===== config.mk =====
export PLATFORM = sky130hd
export DESIGN_NAME = tl45_wb_arbiter
export DESIGN_NICKNAME = d
export VERILOG_FILES = /design/src/rtl/tl45_wb_arbiter.sv
export SDC_FILE = /design/constraint.sdc
export NUM_CORES = 1
export LEC_CHECK = 0
export ABC_AREA = 0
export CORE_AREA = 8 8 117 119
export CTS_CLUSTER_DIAMETER = 40
export DETAILED_ROUTE_END_ITERATION = 10
export DIE_AREA = 0 0 125 127
export HOLD_SLACK_MARGIN = 0.1
export PLACE_DENSITY = 0.63
export SLEW_MARGIN = 20
export SYNTH_ARGS = -nofsm -noshare
export SYNTH_HDL_FRONTEND = slang
export SYNTH_SLANG_ARGS = --single-unit

===== constraint.sdc =====
create_clock -name i_clk -period 1.3 [get_ports i_clk]
set_input_delay 0.26 -clock i_clk [delete_from_list [all_inputs] [get_ports i_clk]]
set_output_delay 0.26 -clock i_clk [all_outputs]
set_load 0.005 [all_outputs]

===== src/rtl/tl45_wb_arbiter.sv =====
// Two-master (M0 = memory stage, M1 = fetch) to one-slave Wishbone arbiter for the tl45 core.
// Define TL45_WB_ARB_TIMEOUT_EN to add a watchdog that aborts an owner stuck without ack/err.
module tl45_wb_arbiter #(
    parameter bit          RR_EN_DEFAULT  = 1'b0,
    parameter int unsigned TIMEOUT_CYCLES = 255
) (
    input  logic        i_clk,
    input  logic        i_reset,

    input  logic        i_m0_cyc,
    input  logic        i_m0_stb,
    input  logic        i_m0_we,
    input  logic [29:0] i_m0_addr,
    input  logic [31:0] i_m0_data,
    input  logic [3:0]  i_m0_sel,
    output logic        o_m0_ack,
    output logic        o_m0_stall,
    output logic        o_m0_err,
    output logic [31:0] o_m0_data,

    input  logic        i_m1_cyc,
    input  logic        i_m1_stb,
    input  logic        i_m1_we,
    input  logic [29:0] i_m1_addr,
    input  logic [31:0] i_m1_data,
    input  logic [3:0]  i_m1_sel,
    output logic        o_m1_ack,
    output logic        o_m1_stall,
    output logic        o_m1_err,
    output logic [31:0] o_m1_data,

    output logic        o_wb_cyc,
    output logic        o_wb_stb,
    output logic        o_wb_we,
    output logic [29:0] o_wb_addr,
    output logic [31:0] o_wb_data,
    output logic [3:0]  o_wb_sel,
    input  logic        i_wb_ack,
    input  logic        i_wb_stall,
    input  logic        i_wb_err,
    input  logic [31:0] i_wb_data,

    output logic [1:0]  o_owner
);

    typedef enum logic [1:0] {IDLE, OWN0, OWN1, ABORT} state_t;

    state_t state;
    logic   last_owner;   // 0 = M0, 1 = M1
    logic   own0;
    logic   own1;
    logic   timeout;

    if (TIMEOUT_CYCLES < 1) begin : g_bad_timeout
        $error("TIMEOUT_CYCLES must be at least 1");
    end

    assign own0 = (state == OWN0);
    assign own1 = (state == OWN1);

`ifdef TL45_WB_ARB_TIMEOUT_EN
    localparam int unsigned CNT_W = $clog2(TIMEOUT_CYCLES + 1);

    logic [CNT_W-1:0] tmo_cnt;
    logic             owner_cyc;

    assign owner_cyc = (own0 & i_m0_cyc) | (own1 & i_m1_cyc);

    // This cycle is the TIMEOUT_CYCLES-th in a row with the owner waiting on the slave.
    assign timeout = owner_cyc & ~i_wb_ack & ~i_wb_err
                   & (tmo_cnt == CNT_W'(TIMEOUT_CYCLES - 1));

    // Idle/abort and every handoff pass through a cycle without owner_cyc, which clears the count.
    always_ff @(posedge i_clk) begin
        if (i_reset || !owner_cyc || i_wb_ack || i_wb_err)
            tmo_cnt <= '0;
        else
            tmo_cnt <= tmo_cnt + CNT_W'(1);
    end
`else
    assign timeout = 1'b0;
`endif

    // Ownership state; grants are never preempted, only released by the owner dropping cyc.
    always_ff @(posedge i_clk) begin
        if (i_reset) begin
            state      <= IDLE;
            last_owner <= 1'b1;
        end else begin
            case (state)
                IDLE: begin
                    if (i_m0_cyc && i_m1_cyc)
                        state <= (RR_EN_DEFAULT && !last_owner) ? OWN1 : OWN0;
                    else if (i_m0_cyc)
                        state <= OWN0;
                    else if (i_m1_cyc)
                        state <= OWN1;
                end
                OWN0: begin
                    if (i_m0_cyc) begin
                        last_owner <= 1'b0;
                        if (timeout)
                            state <= ABORT;
                    end else begin
                        state <= i_m1_cyc ? OWN1 : IDLE;
                    end
                end
                OWN1: begin
                    if (i_m1_cyc) begin
                        last_owner <= 1'b1;
                        if (timeout)
                            state <= ABORT;
                    end else begin
                        state <= i_m0_cyc ? OWN0 : IDLE;
                    end
                end
                ABORT: begin
                    if (!(last_owner ? i_m1_cyc : i_m0_cyc))
                        state <= IDLE;
                end
                default: state <= IDLE;
            endcase
        end
    end

    // Slave-side mux and response steering, driven from the registered owner.
    always_comb begin
        o_wb_cyc  = 1'b0;
        o_wb_stb  = 1'b0;
        o_wb_we   = 1'b0;
        o_wb_addr = '0;
        o_wb_data = '0;
        o_wb_sel  = '0;
        if (own0) begin
            o_wb_cyc  = i_m0_cyc & ~timeout;
            o_wb_stb  = i_m0_cyc & i_m0_stb & ~timeout;
            o_wb_we   = i_m0_we;
            o_wb_addr = i_m0_addr;
            o_wb_data = i_m0_data;
            o_wb_sel  = i_m0_sel;
        end else if (own1) begin
            o_wb_cyc  = i_m1_cyc & ~timeout;
            o_wb_stb  = i_m1_cyc & i_m1_stb & ~timeout;
            o_wb_we   = i_m1_we;
            o_wb_addr = i_m1_addr;
            o_wb_data = i_m1_data;
            o_wb_sel  = i_m1_sel;
        end

        o_m0_stall = own0 ? i_wb_stall : 1'b1;
        o_m0_ack   = own0 & (i_wb_ack | timeout);
        o_m0_err   = own0 & (i_wb_err | timeout);
        o_m0_data  = own0 ? i_wb_data : 32'h0;

        o_m1_stall = own1 ? i_wb_stall : 1'b1;
        o_m1_ack   = own1 & (i_wb_ack | timeout);
        o_m1_err   = own1 & (i_wb_err | timeout);
        o_m1_data  = own1 ? i_wb_data : 32'h0;

        o_owner = {own1, own0};
    end

endmodule


==> out/results.ini <==
[placement]
portBuffers=315
dpl_cell_area_sq_mm=0.00471
post-place-ws_ns=-0.715
gp_congestion=0.803
post-dp-hpwl_mm=10.9

[global_route]
antenna_found_initial=0
grt_use_total=0.186
grt_first_pass_wirelength_mm=22.6
grt_pass1_vias=3326
grt_max_degree=12
grt_overflow=0

[hold_path]
hold_depth=3
min_path_type=input pin to register
min_to=state[1]$_SDFFE_PP0P_
min-delay-start=i_m1_cyc

[sta]
hold_slack_ns=0.554
hold_viol_final=0
skew_ns=0.00270
min_period_over_period=1.35
rsz0062_at_grt=yes
relSlewSlack=0.824
fin_crit_ns=1.76
tns_ns=-50.38
finalMaxSlewViolations=0
setup_violations=141
worst_pin_slew_ns=0.262
fmax_mhz=568
postLayoutSetupSlackWorst_ns=-0.461

[critical_path]
r2r-start=state[1]$_SDFFE_PP0P_
crit_path_start_kind=register
crit_type=register to output pin
crit_arrival_ns=1.50
reg2reg_slack_ns=0.20
crit_required_ns=1.04
rr_worst_depth=4
cp_max_fo=5
crit_path_end_kind=output pin
rr_endpoint=state[1]$_SDFFE_PP0P_

[synthesis]
synth_top_area_share=0.399
syn_inst=188
yosysTopAreaCell=a22o_1
synthArstFlopShare=0
ys_seq_area_frac=0.0409
synth_edf_count=0
synth_cell_types=24
syn_area_per_cell_sq_um=7.81
synth_area_leaders=a22o_1 (40%), and2_1 (29%), buf_6 (6.1%)
syn-num-nets=363
synth.most_common_cell=and2_1
ys_seq_elements=3
synth_flop_cell=dfxtp_1
ys_warn_count=0
netlist_top_cells_count=and2_1 (68), a22o_1 (67), buf_2 (8), buf_6 (8), buf_8 (5)
netlist_area_sq_mm=0.00147

[die]
num_rows=40
ioPinCount=316
die_y_microns=127
fp.coreArea_sq_mm=0.0118
die_area_sq_mm=0.0159
die_w_microns=125
start_util=0.124

[layout]
layout.area.seq_sq_um=65.1
multi_input_area_sq_mm=0.00131
antenna_cells=0
finalInstanceArea_sq_mm=0.00565
syn2layout_area_growth_pct=285
fin_nets=718
fillers=1138
drive_gt1_frac=0.470

[route]
drtIter0Drc=120
wl_mm=16.0
viasPerCell=4.41
vias=3036
wl_per_cell_microns=23.2
ant_nets=0
drt_first_pass_iters=4
drc=0

[outcome]
violations=negative setup slack
status=complete, but fails checks

[clock_network]
htreeDepth=1
clk_pin_slew_ns=0.03
root_buffer=clkbuf_16
cts.path.max_buffers=2
numCtsBuffers=3
cts_tree=done
clkLatencyLatePin_ns=0.22
hold_buffers=0
cts_sinks=3

[power]
power.leakage_uw=0.00267
worst_ir_drop_vdd_mv=0.487
p_per_area_mw_per_mm2=407

[job]
drv_cap=0

## how the worst max path moves through the flow
stage | cells after the start | startpoint | slack, ns | to
finish | 6 | state[1]$_SDFFE_PP0P_ | -0.46 | o_wb_addr[4]
global route | 6 | state[1]$_SDFFE_PP0P_ | -0.51 | o_wb_addr[4]
CTS | 6 | state[1]$_SDFFE_PP0P_ | -0.49 | o_m0_data[26]
detailed placement | 5 | i_m1_cyc | -0.71 | o_wb_stb
global placement | 5 | i_m1_cyc | -0.72 | o_wb_stb
floorplan | 5 | state[1]$_SDFFE_PP0P_ | 0.01 | o_wb_addr[10]
## area by class of cell
type                       instances  share of cell area
inverter                           1            0.000664
clock buffer                       4              0.0140
tap                              147              0.0326
timing repair buffer             375               0.710
multi-input combinational        159               0.232
sequential                         3              0.0115
## worst max-delay path, stage by stage, from the launching register on
cell and delay (ns):
dfxtp_2 0.33, and2b_4 0.22, buf_8 0.14, buf_12 0.13, buf_16 0.13, a22o_1 0.19
buf_2 0.14
## stage by stage
| stage | power [uW] | instances | utilization |
|---|---|---|---|
| after detailed placement | 1500 | 636 | 0.399 |
| after CTS | 2290 | 683 | 0.469 |
| after global routing | 2410 | 689 | 0.478 |
| after floorplan | 475 | 188 | - |
| final | 2300 | 689 | 0.478 |
| after global placement | 1490 | 636 | 0.399 |
## state kept, by name, indices dropped and copies added (netlist names)
| name | flops |
|---|---|
| state | 2 |
| last_owner | 1 |
## what timing repair did
action | CTS | global route
setup buffers | 18 | 10
gates resized for setup | 678 | 30
cloned | 25 | 2
pin swaps | 52 | 22
endpoints found under the setup margin | 141 | 141
## logic make-up after synthesis
family          synth area share
flops                     0.0409
buf+inv                    0.169
mux                      0.00681
compound gates             0.428
simple gates               0.355
## where the power goes
group          leakage, uW  switching [uW]  internal, uW  total [uW]
Combinational      0.00260             543          1150        1700
Clock            0.0000382            89.3           405         495
Sequential       0.0000258            8.25          99.0         107
Total              0.00267             641          1660        2300
## placed cells by master (no fill, tap or decap), types with 2 or more instances in the layout
cell type / n
a21oi_1: 3
a22o_1: 65
a22o_4: 2
and2_1: 25
and2_4: 43
buf_12: 10
buf_16: 23
buf_2: 80
buf_4: 8
buf_6: 63
buf_8: 4
bufbuf_16: 2
clkbuf_16: 5
clkdlybuf4s15_2: 7
clkdlybuf4s50_1: 172
dlygate4sd2_1: 3
nand2_1: 3
nand2b_4: 2
nand3_1: 2
nor2b_4: 2
o21ai_0: 2
o21ai_1: 2
## per-layer routing
layer / global-route usage / wire length [microns] / share of wire
met1: 0.225 / 6810 / 0.43
met2: 0.323 / 7630 / 0.48
met3: 0.0582 / 1420 / 0.089
met4: 0.0215 / 125 / 0.0078
met5: 0 / 0 / 0
Note: power is estimated with default switching activity, not from simulation.
